==> config.mk <==
export PLATFORM = sky130hd
export DESIGN_NAME = fetch_stage
export DESIGN_NICKNAME = d
export VERILOG_FILES = /design/src/rtl/fetch_stage.sv
export SDC_FILE = /design/constraint.sdc
export NUM_CORES = 1
export LEC_CHECK = 0
export ABC_AREA = 1
export CAP_MARGIN = 5
export CELL_PAD_IN_SITES_DETAIL_PLACEMENT = 1
export CELL_PAD_IN_SITES_GLOBAL_PLACEMENT = 2
export CORE_MARGIN = 1
export CORE_UTILIZATION = 25
export DETAILED_ROUTE_END_ITERATION = 8
export MAX_ROUTING_LAYER = met4
export PLACE_DENSITY_LB_ADDON = 0.1
export SYNTH_ARGS = -nofsm -noshare
export SYNTH_HDL_FRONTEND = slang
export SYNTH_SLANG_ARGS = --single-unit
==> constraint.sdc <==
create_clock -name clk -period 3.2 [get_ports clk]
set_input_delay 0.64 -clock clk [delete_from_list [all_inputs] [get_ports clk]]
set_output_delay 0.64 -clock clk [all_outputs]
set_load 0.02 [all_outputs]
==> src/rtl/fetch_stage.sv <==
// Instruction fetch stage with a single-outstanding-request memory port.
// PCF addresses the memory. A redirect (PCSrcE) can arrive while a request
// is in flight; the response to that request is then discarded. A response
// that arrives during a stall is parked in a one-word buffer. The IF/ID
// register can be held (StallF) or bubbled (FlushD).
module fetch_stage #(
  parameter logic [31:0] RESET_PC = 32'h0000_0000
) (
  input  logic        clk,
  input  logic        reset,
  input  logic        StallF,
  input  logic        FlushD,
  input  logic        PCSrcE,
  input  logic [31:0] PCTargetE,
  output logic        ImemReq,
  output logic [31:0] ImemAddr,
  input  logic        ImemGnt,
  input  logic        ImemRValid,
  input  logic [31:0] ImemRData,
  output logic [31:0] InstrD,
  output logic [31:0] PCD,
  output logic [31:0] PCPlus4D,
  output logic        ValidD
);

  localparam logic [31:0] NOP_INSTR = 32'h0000_0013;

  typedef enum logic [1:0] {
    S_REQ  = 2'd0,  // request PCF this cycle
    S_WAIT = 2'd1,  // request granted, waiting for its response
    S_DROP = 2'd2,  // request granted but redirected; discard its response
    S_HOLD = 2'd3   // response parked in the hold buffer during a stall
  } state_e;

  state_e      state_q, state_d;
  logic [31:0] pcf_q, pcf_d;
  logic [31:0] hold_q, hold_d;
  logic [31:0] instr_q, instr_d;
  logic [31:0] pcd_q, pcd_d;
  logic [31:0] pcp4_q, pcp4_d;
  logic        valid_q, valid_d;

  logic        wr_s;        // IF/ID write due this cycle
  logic [31:0] wr_data_s;   // word to write into IF/ID
  logic [31:0] pcf_plus4_s;

  assign pcf_plus4_s = pcf_q + 32'd4;

  // Memory request is a decode of the registered state; the address is PCF.
  assign ImemReq  = (state_q == S_REQ);
  assign ImemAddr = pcf_q;

  assign InstrD   = instr_q;
  assign PCD      = pcd_q;
  assign PCPlus4D = pcp4_q;
  assign ValidD   = valid_q;

  // Next-state, next-PC and hold-buffer logic; redirect outranks stall.
  always_comb begin
    state_d   = state_q;
    pcf_d     = pcf_q;
    hold_d    = hold_q;
    wr_s      = 1'b0;
    wr_data_s = ImemRData;
    case (state_q)
      S_REQ: begin
        if (PCSrcE) begin
          pcf_d = PCTargetE;
        end else begin
          pcf_d = pcf_q;
        end
        if (ImemGnt) begin
          state_d = PCSrcE ? S_DROP : S_WAIT;
        end else begin
          state_d = S_REQ;
        end
      end
      S_WAIT: begin
        if (ImemRValid) begin
          if (PCSrcE) begin
            pcf_d   = PCTargetE;
            state_d = S_REQ;
          end else if (StallF) begin
            hold_d  = ImemRData;
            state_d = S_HOLD;
          end else begin
            wr_s      = 1'b1;
            wr_data_s = ImemRData;
            pcf_d     = pcf_plus4_s;
            state_d   = S_REQ;
          end
        end else if (PCSrcE) begin
          pcf_d   = PCTargetE;
          state_d = S_DROP;
        end else begin
          state_d = S_WAIT;
        end
      end
      S_DROP: begin
        if (PCSrcE) begin
          pcf_d = PCTargetE;
        end else begin
          pcf_d = pcf_q;
        end
        if (ImemRValid) begin
          state_d = S_REQ;
        end else begin
          state_d = S_DROP;
        end
      end
      S_HOLD: begin
        if (PCSrcE) begin
          hold_d  = 32'h0000_0000;
          pcf_d   = PCTargetE;
          state_d = S_REQ;
        end else if (!StallF) begin
          wr_s      = 1'b1;
          wr_data_s = hold_q;
          pcf_d     = pcf_plus4_s;
          state_d   = S_REQ;
        end else begin
          state_d = S_HOLD;
        end
      end
      default: begin
        state_d = S_REQ;
        pcf_d   = RESET_PC;
        hold_d  = 32'h0000_0000;
      end
    endcase
  end

  // IF/ID register next value: flush beats write, write beats stall.
  always_comb begin
    instr_d = instr_q;
    pcd_d   = pcd_q;
    pcp4_d  = pcp4_q;
    valid_d = valid_q;
    if (FlushD) begin
      instr_d = NOP_INSTR;
      valid_d = 1'b0;
    end else if (wr_s) begin
      instr_d = wr_data_s;
      pcd_d   = pcf_q;
      pcp4_d  = pcf_plus4_s;
      valid_d = 1'b1;
    end else if (StallF) begin
      valid_d = valid_q;
    end else begin
      instr_d = NOP_INSTR;
      valid_d = 1'b0;
    end
  end

  // State, PC, hold buffer and IF/ID registers with synchronous reset.
  always_ff @(posedge clk) begin
    if (reset) begin
      state_q <= S_REQ;
      pcf_q   <= RESET_PC;
      hold_q  <= 32'h0000_0000;
      instr_q <= NOP_INSTR;
      pcd_q   <= 32'h0000_0000;
      pcp4_q  <= 32'h0000_0000;
      valid_q <= 1'b0;
    end else begin
      state_q <= state_d;
      pcf_q   <= pcf_d;
      hold_q  <= hold_d;
      instr_q <= instr_d;
      pcd_q   <= pcd_d;
      pcp4_q  <= pcp4_d;
      valid_q <= valid_d;
    end
  end

endmodule

Yosys cells after proc, flatten, opt, wreduce, memory -nomap -nowiden
Cells that the tools add are included.

word-level totals
  register bits after elaboration = 163
  input port bits = 71
  output and inout port bits = 130
  word-level logic and storage cells = 49

cells by class
  add/subtract/negate cells = 1
  eq/ne operators = 7
  muxes and demuxes = 27
  bitwise gates (word level) = 1
  reduce and logical (&&, ||, !) cells = 6

operator list
  operator                 count
  $mux W32                 12
  $pmux W32 S3             1
  $pmux W32 S2             1
  $add A32 B3 Y32 const B  1
  $mux W2                  6
  $pmux W2 S4              1
  $ne A2 B2 Y1 const B     3
  $mux W1                  5
  $eq A2 B2 Y1 const B     2
  $reduce_and A4 Y1        1
  $reduce_or A2 Y1         2
  $eq A2 B1 Y1 const B     1
  $logic_not A2 Y1         1
  $ne A2 B1 Y1 const B     1
  $pmux W1 S2              1
  $reduce_and A2 Y1        1
  $reduce_bool A2 Y1       1
  $not A1 Y1               1

Logic depth before layout (Yosys ltp)
  depth in word-level cells = 5
  gate-level depth with buffers = 10
  gate-level depth less buffers = 10

Worst setup path before layout
Ideal clock, no wire load.

  path type = input -> register
  start point = in PCSrcE
  end point = reg pcd_q[5], in the netlist PCD[5]
  library setup time = 0.123 ns
  arrival time = 1.671 ns
  required time = 3.077 ns
  path slack = 1.407 ns
  stages = 9
  buffers on the path = 3
  cells stage by stage = buf_2 inv_2 nand2_1 inv_2 nand2_4 nor2_4 buf_4 buf_2 a21oi_1

between the ends
  cells in the longest elaborated chain, start to end = 4

ends and longest elaborated chain
  item                             RTL line  RTL
  start: declaration               13        input logic PCSrcE,
  $mux W1 (*)                      80        if (PCSrcE) begin
  $mux W1                          79        if (ImemRValid) begin
  $pmux W1 S2 (*)                  65        case (state_q)
  $reduce_and A2 Y1 (no line) (*)  n/a
  end signal: assignment           170       pcd_q <= pcd_d;
  end: declaration                 39        logic [31:0] pcd_q, pcd_d;

Mark *: on every way between the ends. The rest lies on a longest branch, timed or not.
A chain may end at the register's enable or synchronous reset.

Final worst setup path
  start point = reg pcf_q[18], in the netlist ImemAddr[18]
  end point = out ImemAddr[18]

RTL lines
  item                      RTL line  RTL
  start: declaration        36        logic [31:0] pcf_q, pcf_d;
  start signal: assignment  167       pcf_q <= pcf_d;
  end: declaration          16        output logic [31:0] ImemAddr,

No word-level cell between the ends.

==> out/results.txt <==
TritonRoute pass-1 iters: 6
Synth top area share: 0.4154
TNS Setup: 0 ps
Slowest cell on the critical path: clkdlybuf4s50_1
Mapped Nets: 1192
CTS tree: done
Status: finished, violations left
# rows: 64
Top FF cell, synth: dfxtp_1
Storage element area: 3223 µm²
WP data required: 2560 ps
Post-layout min period: 2366 ps
Total GRT Usage: 0.1986
Drt wl/cell: 17.92 µm
# nets final: 1351
Count leader, synth: nand2_1
Fin Clk Skew: 19.19 ps
Asr flop ratio synth: 0
Non-filler cells, final: 1689
Synthesized flop and latch total: 161
Library cells used by synthesis: 33
YS warnings: 0
Largest net degree at the start of global routing: 71
Power per cell area: 452.4 nW/µm²
Util after Layout: 0.3480
CP Buf/Inv Count: 1
Final period util: 0.7392
Top cell type by total area after synthesis: dfxtp_1
Share of layout cells above drive strength 1: 0.05263
First-pass GRT wire length: 46770 µm
Initial antenna violation count: 1
I/O Buffers: 200
Pre-CTS setup slack: 583.7 ps
CP cell instances: clkdlybuf4s50_1
Critical Path Max Stage Delay: 690 ps
Post-CTS Repair Setup Buffers: 0
Fin. max-slew vios: 0
Worst setup SP type: flop
Peak supply drop: 0.3590 mV
DRC viols: 1
Final wirelength: 30270 µm
TritonCTS Buffers: 17
Critical path class: flop to primary output
Initial DRC count: 427
Post-synth EDFFs: 0
Multi-input gate area: 3894 µm²
Final setup margin: 834.4 ps
Starting Density: 0.2536
Clk_lat worst skew: 430 ps
Top cells by area, synth: dfxtp_1 42%, nand2_1 11%, o21ai_0 11%
Clock root buffer: clkbuf_16
Setup Viol. Count Final: 0
Worst min-delay path class: flop to flop
Reg clk slew, reported paths: 80 ps
Post-route cell area: 10640 µm²
Die H: 178.2 µm
Seq/Total Area, Yosys: 0.4154
Core Area: 30590 µm²
Worst Path Max Fanout: 7
Sink Count: 161
Fillers: 3750
Mapped cell area: 7759 µm²
Clock Path Buffers: 2
Fmax: 0.4227 GHz
Post-CTS sizing: 0
Remaining global-route overflow: 0
Final GP Congestion: 0.7959
Power, Total: 4.815 mW
Number of global-route vias before repair: 8179
Top post-synthesis cells by count: 233 x nand2_1, 174 x o21ai_0, 161 x dfxtp_1, 136 x nor2_1, 116 x a21oi_1
CP Data Arrival Time: 1730 ps
Area Overhead vs Synth: 37.19%
Leak: 4.044 nW
Max cap viols: 0
Die Width: 178.2 µm
DR vias: 8051
Final hold slack: 456.1 ps
CTS Hold Bufs: 0
Vias per cell: 4.767
Violated checks: design-rule violations
RSZ-0062 raised after global routing: false
DP Cell Count: 1656
Crit path capture type: primary output
Die area: 31740 µm²
H-tree depth: 4
Measured slew at the worst slew-check pin: 843.5 ps
Critical path's top delay family: buffers and inverters
Final hold vios: 0
Hpwl dp: 20910 µm
ANT nets after route: 0
Synthesized area per cell: 6.927 µm²
Mapped Cells: 1120
Placed cell area: 10060 µm²
Ports: 201
Relative slew slack: 0.4377
## worst register-to-register path: stages (launching register included)
cell and delay [ps]:
dfxtp_1 360, nand2_2 400, nor2_4 60, inv_2 260, nand3_2 140, inv_2 380, o21ai_0 180, o21ai_0 120
nor2_1 60
## logic make-up (layout without fill, tap and decap cells)
| logic type | count (synthesis) | after routing | share of synthesized area |
|---|---|---|---|
| other cells | 0 | 1 | 0 |
| xor+xnor | 12 | 12 | 0.01355 |
| compound gates | 364 | 364 | 0.2545 |
| mux | 17 | 17 | 0.02193 |
| flops | 161 | 161 | 0.4154 |
| simple gates | 409 | 409 | 0.2096 |
| fa+ha+maj | 1 | 1 | 0.001612 |
| buf+inv | 156 | 328 | 0.08337 |
## layout make-up
cell class / count / area share
sequential: 161 / 0.3028
clock inverter: 13 / 0.01340
inverter: 81 / 0.02856
antenna: 1 / 0.0002351
timing repair buffer: 215 / 0.2010
tap: 396 / 0.04655
multi-input combinational: 803 / 0.3658
clock buffer: 19 / 0.04161
## per-layer routing
| layer | wire length, µm | share of wire | track usage | vias to the layer above |
|---|---|---|---|---|
| met2 | 14420 | 0.48 | 0.3285 | 147 |
| li1 | - | - | - | 4035 |
| met5 | 0 | 0 | - | - |
| met1 | 14080 | 0.47 | 0.2446 | 3852 |
| met3 | 1290 | 0.043 | 0.04135 | 17 |
| met4 | 474 | 0.016 | 0.05128 | 0 |
## registers in the layout, summed over array words and instances (netlist names)
name	count
PCPlus4D	30
ImemAddr	32
hold_q	32
ValidD	1
PCD	32
InstrD	32
state_q	2
## worst paths after layout
path	start	end	slack, ps	cells after the start
setup / recovery	ImemAddr[18]	ImemAddr[18]	830	1
setup reg to reg	state_q[0]	hold_q[4]	1110	8
hold / removal	InstrD[21]	InstrD[21]	460	2
hold reg to reg	InstrD[21]	InstrD[21]	460	2
## placed cells by master (no fill, tap or decap), types with 6 or more instances in the layout
master / netlist / final
o21ai_0: 174 / 174
mux2i_1: 17 / 17
inv_1: 74 / 73
nand2_1: 233 / 233
a31oi_1: 16 / 16
o21bai_1: 17 / 17
nand3_1: 24 / 24
dfxtp_1: 161 / 161
buf_4: 8 / 13
xor2_1: 12 / 12
inv_2: 6 / 7
clkbuf_16: 0 / 17
clkdlybuf4s50_1: 0 / 197
a211oi_1: 17 / 17
o21ai_1: 8 / 8
a21oi_1: 116 / 116
nor2_1: 136 / 136
a22oi_1: 6 / 6
## power by group
group	total, mW	internal, mW	switching, mW
sequential	2.13	2.06	0.0713
clock	2.12	1.13	0.990
combinational	0.565	0.234	0.331
No activity file was read; power rests on OpenSTA's default activity.
